$ cat src/rtl/shape_sel_ctrl_pkg.sv
// Shared shape codes, selection state encoding and step helper for the shape selector.
package shape_sel_ctrl_pkg;

  localparam int unsigned SHAPE_W = 2;

  localparam logic [SHAPE_W-1:0] SHAPE_SQUARE = 2'b00;
  localparam logic [SHAPE_W-1:0] SHAPE_CIRCLE = 2'b01;
  localparam logic [SHAPE_W-1:0] SHAPE_LINE   = 2'b10;

  // Selection state is encoded directly as the mux select code.
  typedef enum logic [SHAPE_W-1:0] {
    SEL_SQUARE = SHAPE_SQUARE,
    SEL_CIRCLE = SHAPE_CIRCLE,
    SEL_LINE   = SHAPE_LINE,
    SEL_BAD    = 2'b11
  } sel_state_e;

  typedef enum logic [1:0] {
    STEP_NONE = 2'b00,
    STEP_NEXT = 2'b01,
    STEP_PREV = 2'b10
  } step_e;

  // Debounced press pulses from both buttons for one cycle.
  typedef struct packed {
    logic next;
    logic prev;
  } btn_press_t;

  // Next selection for a given step; the unused code always recovers to SQUARE.
  function automatic sel_state_e sel_advance(input sel_state_e cur, input step_e step);
    sel_state_e res;
    res = cur;
    case (cur)
      SEL_SQUARE: begin
        if (step == STEP_NEXT)      res = SEL_CIRCLE;
        else if (step == STEP_PREV) res = SEL_LINE;
      end
      SEL_CIRCLE: begin
        if (step == STEP_NEXT)      res = SEL_LINE;
        else if (step == STEP_PREV) res = SEL_SQUARE;
      end
      SEL_LINE: begin
        if (step == STEP_NEXT)      res = SEL_SQUARE;
        else if (step == STEP_PREV) res = SEL_CIRCLE;
      end
      default: res = SEL_SQUARE;
    endcase
    return res;
  endfunction

endpackage

$ cat src/rtl/shape_sel_ctrl_btn_debounce.sv
// Raw push-button conditioning: 2-FF synchronizer, stable-level debounce, press edge.
module btn_debounce #(
  parameter int unsigned DB_CYCLES = 500000,
  parameter int unsigned DB_W      = 19
) (
  input  logic clk,
  input  logic reset_n,
  input  logic btn_raw,
  output logic level,
  output logic press
);

  localparam logic [DB_W-1:0] CNT_LAST = DB_W'(DB_CYCLES - 1);

  logic            sync1_q, sync1_d;
  logic            sync2_q, sync2_d;
  logic            level_q, level_d;
  logic            press_q, press_d;
  logic [DB_W-1:0] cnt_q,   cnt_d;

  // Debounce counter runs only while the synced level disagrees with the accepted one.
  always_comb begin
    sync1_d = btn_raw;
    sync2_d = sync1_q;
    level_d = level_q;
    cnt_d   = cnt_q;
    if (sync2_q == level_q) begin
      cnt_d = '0;
    end else if (cnt_q == CNT_LAST) begin
      level_d = sync2_q;
      cnt_d   = '0;
    end else begin
      cnt_d = cnt_q + DB_W'(1);
    end
    // Press is registered in the same edge the accepted level rises.
    press_d = level_d & ~level_q;
  end

  // Conditioning state registers.
  always_ff @(posedge clk or negedge reset_n) begin
    if (!reset_n) begin
      sync1_q <= 1'b0;
      sync2_q <= 1'b0;
      level_q <= 1'b0;
      press_q <= 1'b0;
      cnt_q   <= '0;
    end else begin
      sync1_q <= sync1_d;
      sync2_q <= sync2_d;
      level_q <= level_d;
      press_q <= press_d;
      cnt_q   <= cnt_d;
    end
  end

  assign level = level_q;
  assign press = press_q;

endmodule

$ cat src/rtl/shape_sel_ctrl.sv
// Shape select sequencer: debounced next/prev buttons plus auto-cycle drive the mux code.
module shape_sel_ctrl
  import shape_sel_ctrl_pkg::*;
#(
  parameter int unsigned DB_CYCLES   = 500000,
  parameter int unsigned DB_W        = 19,
  parameter int unsigned AUTO_FRAMES = 120,
  parameter int unsigned AF_W        = 7
) (
  input  logic               clk,
  input  logic               reset_n,
  input  logic               btn_next,
  input  logic               btn_prev,
  input  logic               auto_en,
  input  logic               frame_tick,
  output logic [SHAPE_W-1:0] selec,
  output logic               sel_changed
);

  localparam logic [AF_W-1:0] AF_LAST = AF_W'(AUTO_FRAMES - 1);

  btn_press_t      press;
  logic            unused_lvl_next;
  logic            unused_lvl_prev;

  sel_state_e      state_q, state_d;
  logic [AF_W-1:0] af_q, af_d;
  logic            sel_changed_q, sel_changed_d;
  step_e           step;

  btn_debounce #(
    .DB_CYCLES (DB_CYCLES),
    .DB_W      (DB_W)
  ) u_db_next (
    .clk     (clk),
    .reset_n (reset_n),
    .btn_raw (btn_next),
    .level   (unused_lvl_next),
    .press   (press.next)
  );

  btn_debounce #(
    .DB_CYCLES (DB_CYCLES),
    .DB_W      (DB_W)
  ) u_db_prev (
    .clk     (clk),
    .reset_n (reset_n),
    .btn_raw (btn_prev),
    .level   (unused_lvl_prev),
    .press   (press.prev)
  );

  // Step arbitration: manual presses beat the auto step; simultaneous presses cancel.
  always_comb begin
    step          = STEP_NONE;
    af_d          = af_q;
    state_d       = state_q;
    sel_changed_d = 1'b0;
    if (press.next && press.prev) begin
      af_d = '0;
    end else if (press.next) begin
      step = STEP_NEXT;
      af_d = '0;
    end else if (press.prev) begin
      step = STEP_PREV;
      af_d = '0;
    end else if (!auto_en) begin
      af_d = '0;
    end else if (frame_tick) begin
      if (af_q == AF_LAST) begin
        af_d = '0;
        step = STEP_NEXT;
      end else begin
        af_d = af_q + AF_W'(1);
      end
    end
    state_d       = sel_advance(state_q, step);
    sel_changed_d = (state_d != state_q);
  end

  // Selection state, auto frame counter and change pulse registers.
  always_ff @(posedge clk or negedge reset_n) begin
    if (!reset_n) begin
      state_q       <= SEL_SQUARE;
      af_q          <= '0;
      sel_changed_q <= 1'b0;
    end else begin
      state_q       <= state_d;
      af_q          <= af_d;
      sel_changed_q <= sel_changed_d;
    end
  end

  assign selec       = state_q;
  assign sel_changed = sel_changed_q;

endmodule

$ cat config.mk
export PLATFORM = sky130hd
export DESIGN_NAME = shape_sel_ctrl
export DESIGN_NICKNAME = d
export VERILOG_FILES = /design/src/rtl/shape_sel_ctrl_pkg.sv /design/src/rtl/shape_sel_ctrl_btn_debounce.sv /design/src/rtl/shape_sel_ctrl.sv
export SDC_FILE = /design/constraint.sdc
export NUM_CORES = 1
export LEC_CHECK = 0
export BUFFER_PORTS_ARGS = -buffer_cell sky130_fd_sc_hd__buf_2
export CAP_MARGIN = 20
export CORE_UTILIZATION = 37
export CTS_CLUSTER_SIZE = 40
export DETAILED_ROUTE_END_ITERATION = 10
export REMOVE_ABC_BUFFERS = 1
export SLEW_MARGIN = 20
export SYNTH_ARGS = -nofsm -noshare
export SYNTH_HDL_FRONTEND = slang
export SYNTH_SLANG_ARGS = --single-unit
$ cat constraint.sdc
create_clock -name clk -period 2.2 [get_ports clk]
set_input_delay 0.22 -clock clk [delete_from_list [all_inputs] [get_ports clk]]
set_output_delay 0.22 -clock clk [all_outputs]
set_load 0.005 [all_outputs]
=== Yosys cells after proc, flatten, opt, wreduce, memory -nomap -nowiden ===
Cells that the tools add are included.

* Bits in registers: 56
* Bits of input ports: 6
* Word-level logic and storage cells: 60

* $add $sub $neg: 3
* Equal/unequal tests: 11
* Mux-type cells: 27
* Bitwise gates (word level): 4
* Reductions and logical operators: 2

{| class="wikitable"
|+ Operator list
! operator !! number
|-
| $mux 19 || 4
|-
| $mux 7 || 6
|-
| $add 19x1->19 const B || 2
|-
| $eq 19x19->1 const B || 2
|-
| $mux 2 || 9
|-
| $add 7x1->7 const B || 1
|-
| $eq 7x7->1 const B || 1
|-
| $mux 1 || 7
|-
| $pmux 2 s3 || 1
|-
| $ne 5x1->1 const B || 1
|-
| $eq 2x1->1 const B || 2
|-
| $eq 2x2->1 const B || 2
|-
| $and 1x1->1 || 2
|-
| $eq 1x1->1 || 2
|-
| $logic_not 2->1 || 1
|-
| $ne 2x2->1 || 1
|-
| $not 1->1 || 2
|-
| $logic_and 1x1->1 || 1
|}

=== Depth between registers and ports, before layout ===
* Word-level depth: 12
* Mapped depth: 6

=== Modules after synthesis ===
From an unflattened synthesis, not the netlist that was laid out.

* Cell total of the unflattened synthesis: 281
* Area total of the unflattened synthesis: 2887.8 sq um

{| class="wikitable"
|+ By module, submodules not included
! module !! instances !! cells each !! area each (sq um)
|-
| btn_debounce at u_db_next || 1 || 106 || 1144.8
|-
| btn_debounce at u_db_prev || 1 || 110 || 1118.6
|-
| shape_sel_ctrl || 1 || 65 || 624.3
|}

=== Least setup slack after synthesis ===
OpenSTA, ideal clock, no wires.

* Kind: reg2reg
* Start point: register af_q[0]
* End point: register state_q[1] (netlist: selec[1])
* Library setup time: 0.083 ns
* Arrival time: 1.674 ns
* Data required time: 2.117 ns
* Slack: 0.444 ns
* Cell stages (with the launch flop): 7
* Period minus slack after synthesis: 1.756 ns
* Cell sequence: dfrtp_1 -> ha_1 -> and4_1 -> clkbuf_1 -> a41oi_1 -> or4b_1 -> o21ai_0

* Word-level cells in the longest chain between the ends: 11
* Elaborated cells on any way between the ends: 16
* Those cells by class: 3 x eq/ne; 13 x mux

{| class="wikitable"
|+ RTL lines
! element !! RTL line !! source
|-
| start, declared || shape_sel_ctrl.sv:27 || <nowiki>logic [AF_W-1:0] af_q, af_d;</nowiki>
|-
| start signal, assigned || shape_sel_ctrl.sv:85 || <nowiki>af_q <= '0;</nowiki>
|-
| start signal, assigned || shape_sel_ctrl.sv:89 || <nowiki>af_q <= af_d;</nowiki>
|-
| $eq 7x7->1 * || shape_sel_ctrl.sv:70 || <nowiki>if (af_q == AF_LAST) begin</nowiki>
|-
| $mux 1 * || shape_sel_ctrl.sv:70 ||
|-
| $mux 1 * || shape_sel_ctrl.sv:69 || <nowiki>end else if (frame_tick) begin</nowiki>
|-
| $mux 1 * || shape_sel_ctrl.sv:67 || <nowiki>end else if (!auto_en) begin</nowiki>
|-
| $mux 2 * || shape_sel_ctrl.sv:64 || <nowiki>end else if (press.prev) begin</nowiki>
|-
| $mux 2 * || shape_sel_ctrl.sv:61 || <nowiki>end else if (press.next) begin</nowiki>
|-
| $mux 2 * || shape_sel_ctrl.sv:59 || <nowiki>if (press.next && press.prev) begin</nowiki>
|-
| $eq 2x2->1 || shape_sel_ctrl_pkg.sv:37, shape_sel_ctrl_pkg.sv:41, shape_sel_ctrl_pkg.sv:45 ||
|-
| $mux 2, on equally long branches || shape_sel_ctrl_pkg.sv:45, shape_sel_ctrl_pkg.sv:37, shape_sel_ctrl_pkg.sv:41 ||
|-
| $mux 2, on equally long branches || shape_sel_ctrl_pkg.sv:44, shape_sel_ctrl_pkg.sv:36, shape_sel_ctrl_pkg.sv:40 ||
|-
| $pmux 2 s3 * || shape_sel_ctrl_pkg.sv:34 || <nowiki>case (cur)</nowiki>
|-
| named net state_d[1] || shape_sel_ctrl.sv:26 || <nowiki>sel_state_e state_q, state_d;</nowiki>
|-
| end signal, assigned || shape_sel_ctrl.sv:88 || <nowiki>state_q <= state_d;</nowiki>
|-
| end, declared || shape_sel_ctrl.sv:26 ||
|}

Mark *: on every way through the listed nets, which the timed path passes. The rest lies on a longest branch.
A chain may end at the register's enable or synchronous reset.

=== Final worst setup path ===
Ends and elaborated chain as after synthesis.

==> metrics <==
status=finished, final reports clean; f_max=528 MHz; hpwl dp=3500 µm; Max Cap Violations=0; initial antenna violation count=0; Syn Inst Count=278; hold buffer count at CTS=2; Clock Latency Late Sink=0.31 ns; drt pass-1 iters=4; CP required=2.43 ns; fin crit period=1.89 ns; most common cell in the synthesized netlist=dfrtp_1; clk buf depth=2; Antenna Nets Post-Route=0; nets@finish=305; clock tree sinks=56; Synth top area share=51.0%; max incr delay on CP=0.51 ns; dpl ws=0.325 ns; Post-CTS Setup Repair Bufs=0; Hold Crit Start=frame_tick; WP data arrival=2.13 ns; CP Capture Type=flip-flop; Crit Path Class=flip-flop to flip-flop; row count=31; grt ovf=0; clock-pin transition on the worst setup and hold timing paths=0.10 ns; cts bufs inserted=5; Yosys reg bits=56; critical path, cell by cell=ha_1 > and4_1 > a41oi_1 > or4b_1 > o21ai_0; Sum Neg Setup Slack=0 ns; Initial Util=38.1%; Netlist cell types=45; Inserted Diodes=0; Syn Area/Cell=9.88 µm²; Worst Hold Slack=0.277 ns; Max-slew headroom=72.4%; share of cells above drive strength 1=10.1%; synthesized area=0.00275 mm²; wire length of the first global-routing pass=8940 µm; drt first-iter violations=121; Placer Congestion=0.823; area leader, netlist=dfrtp_1; leakage power=1.21 nW; die area=0.00777 mm²; warnings from Yosys=0; worst slew pin tran=0.408 ns; launch point of the critical path=af_q[0]$_DFFE_PN0P_; cell family with most CP delay=simple AND/OR/NAND/NOR gates; fin worst setup slack=0.306 ns; total of cells resized after clock tree synthesis=0; TritonCTS clock tree=yes; Max FO, Critical Path=7; Vias per Instance=5.08; final critical-path share of the clock period=86.1%; number of synthesized flops with an enable pin=0; Area growth syn-to-layout=11.1%; most frequent cells after synthesis=dfrtp_1 (56), nor2_1 (44), xnor2_1 (23); root buf cell=clkbuf_8; I/O pin count=9; Synth area leaders=dfrtp_1 (51%), xnor2_1 (7.3%), nor2_1 (6.0%), xor2_1 (2.9%), nand4_1 (2.7%); RSZ-0062 raised after global routing=false; largest net degree at the start of global routing=24; DR DRC count=0; PwrDens=560 mW/mm²; Total GRT Usage=14.8%; max-slew violations=0; most used flip-flop cell after synthesis=dfrtp_1; core box area=0.00721 mm²; WL/cell=12.7 µm; Worst Clk Skew=0.00839 ns; Hold Crit Class=input pin to flip-flop; sequential share of the synthesized area=51.0%; H-Tree Depth=2; final WL=5020 µm; worst path bufs/invs=0; VDD IR max=0.000311 V; # setup viols final=0; Die X-Extent=88.2 µm; reg2reg start=af_q[0]$_DFFE_PN0P_; slowest CP cell=or4b_1; share of flip-flops with an asynchronous set or reset=100%; number of port buffers=8; post-route cell area=0.00305 mm²; vias in the first global route=1910; nature of the critical path startpoint=flip-flop; Vias=2011; placed standard-cell area=0.00293 mm²; Final Hold Vio Count=0; chip height=88.2 µm
[cell usage in the layout (no fill, tap or decap), types with 3 or more instances in the layout]
cell,n
dlygate4sd3_1,3
buf_2,8
inv_1,9
and4_1,5
a21oi_1,13
xnor2_1,23
dfrtp_1,56
nor4bb_1,3
or3_1,4
nor2_1,44
nor3_1,7
o21ai_0,7
buf_4,6
nand2_1,19
nor4_1,11
xor2_1,9
nand3_1,12
nand4_1,12
clkbuf_8,5
and2_1,3
ha_1,3
[flip-flops by register name, summed over array words and instances, names as in the netlist]
name and flops:
u_db_next.cnt_q 19, selec 2, u_db_prev.cnt_q 19, u_db_next.level 1
u_db_prev.sync2_q 1, u_db_prev.press 1, sel_changed 1, u_db_next.sync1_q 1
af_q 7, u_db_next.press 1, u_db_prev.sync1_q 1, u_db_prev.level 1
u_db_next.sync2_q 1
[per-layer routing]
metal,routed length (µm),track usage (%),up-vias
li1,-,-,1022
met4,32,4.40,0
met1,2520,20.3,970
met5,0,0,-
met2,2380,23.2,17
met3,91,3.68,2
[path summary, 6_finish.rpt]
kind / endpoint / slack (ns) / cells after the start
min: af_q[6]$_DFFE_PN0P_ / 0.28 / 3
max in group asynchronous: u_db_next.cnt_q[4]$_DFF_PN0_ / 1.28 / 3
max: selec[1]$_DFF_PN0_ / 0.31 / 5
min in group asynchronous: u_db_prev.sync2_q$_DFF_PN0_ / 0.31 / 2
min reg2reg: u_db_prev.sync2_q$_DFF_PN0_ / 0.36 / 0
max reg2reg: selec[1]$_DFF_PN0_ / 0.31 / 5
[worst min-delay path, delay by kind of cell]
family          cells  cell delay, ns
compound gates      1            0.06
buf+inv             1            0.16
simple gates        1            0.11
[where the power goes]
| part | internal (W) | leakage, nW | total, W | switching, W |
|---|---|---|---|---|
| logic | 0.0000282 | 0.405 | 0.0000789 | 0.0000508 |
| clock network | 0.000226 | 0.0404 | 0.000571 | 0.000345 |
| registers | 0.00104 | 0.762 | 0.00106 | 0.0000156 |
| total | 0.00130 | 1.21 | 0.00171 | 0.000411 |
[cell families after synthesis]
logic type / Yosys count / synth area share (%)
AND/OR/NAND/NOR: 135 / 26.3
flip-flops: 56 / 51.0
AO/OA/AOI/OAI: 33 / 7.38
XOR/XNOR: 32 / 10.2
buffers and inverters: 15 / 2.19
multiplexers: 4 / 1.55
adder cells (fa/ha/maj): 3 / 1.37
[per-stage QoR]
stage | util, % | power [W] | instances
after detailed placement | 40.6 | 0.00116 | 385
after floorplan | - | 0.00111 | 272
after global routing | 42.3 | 0.00181 | 396
after CTS | 42.2 | 0.00174 | 395
after global placement | 40.6 | 0.00116 | 385
final | 42.3 | 0.00171 | 396
[cell type report]
cell class | instances | area (µm²)
Fill cell | 722 | 4160
Sequential cell | 56 | 1400
Clock inverter | 3 | 23.8
Tap cell | 99 | 124
Inverter | 9 | 33.8
Multi-Input combinational cell | 207 | 1280
Timing Repair Buffer | 17 | 115
Clock buffer | 5 | 68.8
Power figures use the tool's default switching activity.
